<file path="src/rtl/adpll_pkg.sv">
// Shared ADPLL constants, phase-detector encoding and the PD sample payload.
package adpll_pkg;

  localparam int unsigned CODE_WIDTH_DEF = 4;
  localparam int unsigned FRAC_BITS_DEF  = 8;
  localparam int unsigned ACC_WIDTH_DEF  = 16;
  localparam int unsigned KI_DEF         = 4;
  localparam int unsigned KP_DEF         = 1;
  localparam int unsigned LOCK_COUNT_DEF = 32;

  localparam logic PD_UP   = 1'b1;
  localparam logic PD_DOWN = 1'b0;

  typedef struct packed {
    logic accept;
    logic up;
  } lf_sample_t;

  // Mid-scale DCO code for a given code width.
  function automatic int unsigned mid_code(input int unsigned width);
    return 32'(1) << (width - 1);
  endfunction

endpackage

</file>
<file path="src/rtl/lf_lock_detect.sv">
// Lock detector: counts consecutive alternating PD decisions and flags lock
// once LOCK_COUNT alternations have been seen in a row.
module lf_lock_detect
  import adpll_pkg::*;
#(
  parameter int unsigned LOCK_COUNT = LOCK_COUNT_DEF
) (
  input  logic       clk,
  input  logic       reset,
  input  logic       enable,
  input  lf_sample_t sample,
  output logic       lock
);

  localparam int unsigned CNT_W = $clog2(LOCK_COUNT + 1);
  localparam logic [CNT_W-1:0] CNT_MAX = CNT_W'(LOCK_COUNT);

  logic [CNT_W-1:0] cnt_q, cnt_d;
  logic             have_last_q, have_last_d;
  logic             last_up_q, last_up_d;
  logic             lock_q, lock_d;

  always_comb begin
    cnt_d       = cnt_q;
    have_last_d = have_last_q;
    last_up_d   = last_up_q;
    if (!enable) begin
      cnt_d       = '0;
      have_last_d = 1'b0;
    end else if (sample.accept) begin
      if (!have_last_q) begin
        have_last_d = 1'b1;
      end else if (sample.up != last_up_q) begin
        cnt_d = (cnt_q == CNT_MAX) ? cnt_q : cnt_q + CNT_W'(1);
      end else begin
        cnt_d = '0;
      end
      last_up_d = sample.up;
    end
    lock_d = (cnt_d == CNT_MAX);
  end

  always_ff @(posedge clk) begin
    if (reset) begin
      cnt_q       <= '0;
      have_last_q <= 1'b0;
      last_up_q   <= 1'b0;
      lock_q      <= 1'b0;
    end else begin
      cnt_q       <= cnt_d;
      have_last_q <= have_last_d;
      last_up_q   <= last_up_d;
      lock_q      <= lock_d;
    end
  end

  assign lock = lock_q;

endmodule

</file>
<file path="src/rtl/bang_bang_loop_filter.sv">
// Digital PI loop filter turning bang-bang PD decisions into the DCO code.
// Lock detection is built only when LF_LOCK_DETECT_EN is defined.
module bang_bang_loop_filter
  import adpll_pkg::*;
#(
  parameter int unsigned CODE_WIDTH = CODE_WIDTH_DEF,
  parameter int unsigned FRAC_BITS  = FRAC_BITS_DEF,
  parameter int unsigned ACC_WIDTH  = ACC_WIDTH_DEF,
  parameter int unsigned KI         = KI_DEF,
  parameter int unsigned KP         = KP_DEF,
  parameter int unsigned LOCK_COUNT = LOCK_COUNT_DEF
) (
  input  logic                  fpga_clk_i,
  input  logic                  reset_i,
  input  logic                  enable_i,
  input  logic                  pd_valid_i,
  input  logic                  pd_up_i,
  output logic [CODE_WIDTH-1:0] freq_sel_o,
  output logic                  lock_o,
  output logic [ACC_WIDTH-1:0]  integ_o
);

  localparam int unsigned SUM_W   = ACC_WIDTH + 2;
  localparam int unsigned MID     = mid_code(CODE_WIDTH);
  localparam int unsigned INT_MAX = ((32'(1) << CODE_WIDTH) << FRAC_BITS) - 1;
  localparam int unsigned CMAX    = (32'(1) << CODE_WIDTH) - 1;

  localparam logic [ACC_WIDTH-1:0]    INTEG_RST = ACC_WIDTH'(MID << FRAC_BITS);
  localparam logic [CODE_WIDTH-1:0]   CODE_RST  = CODE_WIDTH'(MID);
  localparam logic signed [SUM_W-1:0] KI_S      = SUM_W'(KI);
  localparam logic signed [SUM_W-1:0] KP_S      = SUM_W'(KP);
  localparam logic signed [SUM_W-1:0] INT_MAX_S = SUM_W'(INT_MAX);
  localparam logic signed [SUM_W-1:0] CMAX_S    = SUM_W'(CMAX);

  generate
    if (ACC_WIDTH < CODE_WIDTH + FRAC_BITS + 1) begin : g_bad_acc_width
      $error("ACC_WIDTH must be >= CODE_WIDTH + FRAC_BITS + 1");
    end
  endgenerate

  logic                    accept_c;
  logic [ACC_WIDTH-1:0]    integ_q, integ_d;
  logic signed [SUM_W-1:0] prop_q, prop_d;
  logic [CODE_WIDTH-1:0]   code_q, code_d;
  logic signed [SUM_W-1:0] integ_sum, code_sum;

  // Stage 1: saturating integrator and proportional term.
  always_comb begin
    accept_c  = enable_i && pd_valid_i;
    integ_d   = integ_q;
    prop_d    = prop_q;
    integ_sum = $signed({2'b00, integ_q}) + ((pd_up_i == PD_UP) ? KI_S : -KI_S);
    if (accept_c) begin
      if (integ_sum < 0) begin
        integ_d = '0;
      end else if (integ_sum > INT_MAX_S) begin
        integ_d = ACC_WIDTH'(INT_MAX);
      end else begin
        integ_d = integ_sum[ACC_WIDTH-1:0];
      end
      prop_d = (pd_up_i == PD_UP) ? KP_S : -KP_S;
    end
  end

  // Stage 2: integer part plus proportional term, clamped to the code range.
  always_comb begin
    code_d   = code_q;
    code_sum = $signed({2'b00, integ_q >> FRAC_BITS}) + prop_q;
    if (enable_i) begin
      if (code_sum < 0) begin
        code_d = '0;
      end else if (code_sum > CMAX_S) begin
        code_d = CODE_WIDTH'(CMAX);
      end else begin
        code_d = code_sum[CODE_WIDTH-1:0];
      end
    end
  end

  always_ff @(posedge fpga_clk_i) begin
    if (reset_i) begin
      integ_q <= INTEG_RST;
      prop_q  <= '0;
      code_q  <= CODE_RST;
    end else begin
      integ_q <= integ_d;
      prop_q  <= prop_d;
      code_q  <= code_d;
    end
  end

  assign freq_sel_o = code_q;
  assign integ_o    = integ_q;

`ifdef LF_LOCK_DETECT_EN
  lf_sample_t sample_c;
  assign sample_c = '{accept: accept_c, up: pd_up_i};

  lf_lock_detect #(
    .LOCK_COUNT(LOCK_COUNT)
  ) u_lock_detect (
    .clk    (fpga_clk_i),
    .reset  (reset_i),
    .enable (enable_i),
    .sample (sample_c),
    .lock   (lock_o)
  );
`else
  assign lock_o = 1'b0;
`endif

endmodule

</file>
<file path="config.mk">
export PLATFORM = sky130hd
export DESIGN_NAME = bang_bang_loop_filter
export DESIGN_NICKNAME = d
export VERILOG_FILES = /design/src/rtl/adpll_pkg.sv /design/src/rtl/lf_lock_detect.sv /design/src/rtl/bang_bang_loop_filter.sv
export SDC_FILE = /design/constraint.sdc
export NUM_CORES = 1
export LEC_CHECK = 0
export CORE_UTILIZATION = 55
export CTS_BUF_LIST = sky130_fd_sc_hd__clkbuf_4
export DETAILED_ROUTE_END_ITERATION = 12
export PLACE_DENSITY = 0.79
export SLEW_MARGIN = 40
export SYNTH_ARGS = -nofsm -noshare
export SYNTH_HDL_FRONTEND = slang
export SYNTH_SLANG_ARGS = --single-unit
</file>
<file path="constraint.sdc">
create_clock -name fpga_clk_i -period 4.66 [get_ports fpga_clk_i]
set_clock_uncertainty 0.2 [all_clocks]
set_input_delay 0.466 -clock fpga_clk_i [delete_from_list [all_inputs] [get_ports fpga_clk_i]]
set_output_delay 0.466 -clock fpga_clk_i [all_outputs]
set_load 0.03 [all_outputs]
</file>
==> impl_metrics.py <==
metrics = {
    "sta": {
        "setup_tns_ps": 0,
        "max_freq_ghz": 0.258,
        "setup_violations": 0,
        "hold_violations": 0,
        "period_share": 0.831,
        "rsz0062_at_grt": "no",
        "slew_viol_final": 0,
        "fin_crit_ps": 3870,
        "worstMarginPinSlew_ps": 662,
        "slew_headroom": 0.557,
        "postLayoutSetupSlackWorst_ps": 788,
        "timing.hold.ws_ps": 311,
    },
    "floorplanning": {
        "rows": 22,
        "initial_core_util": 0.576,
        "die_area_sq_um": 4080,
        "die_w_um": 63.9,
        "dieHeight_um": 63.9,
        "io_pins": 26,
        "core_sq_um": 3660,
    },
    "cts": {
        "cts_root_buf": "clkbuf_4",
        "worstSkewPairLatency_ps": 310,
        "postCtsHoldBufs": 0,
        "cts_setup_buffers": 0,
        "post_cts_resized": 0,
        "cts_tree": "yes",
        "path_clk_slew_ps": 130,
        "cts-htree-levels": 1,
        "cts_num_sinks": 21,
        "clockBufferDepth": 2,
        "cts_buffers": 3,
    },
    "run_status": {
        "status": "complete, no violations",
    },
    "cells_and_area": {
        "layout.nets": 317,
        "areaGrowthSynthToFinish_pct": 13.8,
        "seqCellArea_sq_um": 420,
        "drive_gt1_frac": 0.0739,
        "diodes": 0,
        "multi_input_area_sq_um": 1600,
        "n_fill_cell": 310,
    },
    "synthesis": {
        "synth_xor_area_frac": 0.0534,
        "yosysWarnings": 0,
        "synth_nets": 295,
        "synth.area.mux_share": 0.00475,
        "synth_top_family_by_area": "compound AO/OA/AOI/OAI gates",
        "yosys_most_used_dff": "dfxtp_1",
        "yosysSeqAreaShare": 0.200,
        "syn_avg_cell_area_sq_um": 8.01,
        "synth.area.top_cells": "dfxtp_1 (20%), ha_1 (15%), nand2_1 (5.3%)",
        "synth_edf_count": 0,
        "ys_ff_latch": 21,
        "syn_inst": 263,
        "synth-async-reset-ratio": 0,
        "synth.largest_area_cell": "dfxtp_1",
        "synth_top_area_frac": 0.200,
        "syn_area_sq_um": 2110,
        "synth-simple-area-share": 0.236,
        "synth_cell_type_count": 62,
        "synthAdderAreaFrac": 0.167,
        "synth_compound_area_frac": 0.297,
    },
    "worst_setup_path": {
        "cp.required_ps": 4660,
        "end_kind": "register",
        "crit_fanout": 16,
        "cp_slowest_cell": "clkdlybuf4s50_1",
        "cp_slowest_stage_delay_ps": 570,
        "critPathArrivalTime_ps": 3870,
        "crit_chain": "clkdlybuf4s50_1 -> inv_1 -> fa_1 -> a21o_2 -> a221oi_1 -> nor3_1 -> nor4_2 -> nand4_1 -> nor3b_2 -> a22oi_1",
        "path_class": "in2reg",
        "cp-start-kind": "primary input",
    },
    "hold_path": {
        "hold_class": "reg2reg",
    },
    "global_route": {
        "grt_use_total": 0.251,
        "antenna_found_initial": 0,
        "overflow": 0,
        "grt_pass1_vias": 1860,
        "grt_max_degree": 17,
        "grt_pass1_wl_um": 8310,
    },
    "drt": {
        "via_count": 2015,
        "drc_errors": 0,
        "viasPerCell": 6.07,
        "drtAntennaViolNets": 0,
        "routed_wl_um": 4810,
        "drtPass1Iterations": 4,
        "drt-initial-drc-count": 85,
        "post_drt_wl_per_cell_um": 14.5,
    },
    "placed_design": {
        "hpwl_um": 3750,
        "port_buffers": 24,
        "globalplace.congestion": 0.876,
        "pre_cts_slack_ps": 500,
    },
    "pwr": {
        "power_density_nw_per_um2": 206,
        "irDropWorstVdd_v": 0.000212,
        "power.leakage_nw": 1.00,
    },
    "flow_run": {
        "max-cap-violations": 0,
    },
}
## synthesized netlist by cell type, types with 3 or more instances
master	number
nor2_1	26
a21o_1	6
dfxtp_1	21
a31oi_1	5
ha_1	25
nand3_1	7
nor2b_1	8
inv_1	10
nand2_1	30
a21oi_1	18
a221oi_1	4
a22oi_1	10
xor2_1	6
clkbuf_1	3
o21ai_0	10
and2_1	4
xnor2_1	5
nor3_1	4
## final timing paths
| path | start | end | slack (ps) | cells after the start |
|---|---|---|---|---|
| worst max-delay path | pd_up_i | integ_o[3] | 790 | 10 |
| worst min-delay path | prop_q[0] | prop_q[0] | 310 | 2 |
| worst max register to register | prop_q[16] | freq_sel_o[2] | 1210 | 12 |
| worst min register to register | prop_q[0] | prop_q[0] | 310 | 2 |
## metal layers
layer	vias to the layer above	global-route usage	share of wire
li1	1021	-	-
met1	943	0.335	0.48
met2	47	0.430	0.48
met3	4	0.0375	0.038
met4	0	0.0455	0.0052
met5	-	0	0
## logic make-up (layout without fill, tap and decap cells)
| kind of cell | Yosys count | in the layout |
|---|---|---|
| muxes | 1 | 1 |
| xor gates and xnor gates | 12 | 12 |
| and+or+nand+nor | 98 | 98 |
| adders and majority gates | 27 | 27 |
| AOI/OAI and AO/OA | 85 | 85 |
| buffers and inverters | 18 | 39 |
| DFF | 21 | 21 |
| other | 1 | 1 |
## critical path, delay by kind of cell
kind / cells / cell delay (ps)
adder cells (fa/ha/maj): 1 / 550
AO/OA/AOI/OAI: 3 / 790
buffers and inverters: 2 / 890
AND/OR/NAND/NOR: 4 / 1170
## through the flow
step                instances  area [sq um]  utilization  total power [mW]
floorplan                 263          2110            -             0.351
global route              332          2400        0.655             0.525
CTS                       332          2400        0.655             0.495
finish                    332          2400        0.655             0.493
detailed placement        328          2370        0.647             0.401
global placement          328          2370        0.647             0.399
## state kept, by name (all words and copies together), names as in the netlist
name / flops
freq_sel_o: 4
integ_o: 15
prop_q: 2
## area by class of cell
| cell class | instances | area share |
|---|---|---|
| Clock inverter | 1 | 0.00313 |
| Multi-Input combinational cell | 224 | 0.668 |
| Clock buffer | 3 | 0.00939 |
| Timing Repair Buffer | 25 | 0.103 |
| Sequential cell | 21 | 0.175 |
| Tap cell | 48 | 0.0251 |
| Inverter | 10 | 0.0157 |
## cell usage in the layout (no fill, tap or decap), types with 8 or more instances in the layout
cell type        synthesis  layout
dfxtp_1                 21      21
ha_1                    25      25
nand2_1                 30      30
o21ai_0                 10      10
clkdlybuf4s50_1          0      24
a21oi_1                 18      18
nor2b_1                  8       8
nor2_1                  26      26
inv_1                   10      10
a22oi_1                 10      10
## where the power goes
group	internal (mW)	switching [mW]
Sequential	0.190	0.0125
Clock	0.0327	0.0613
Combinational	0.0815	0.115
No activity file was read; power rests on OpenSTA's default activity.
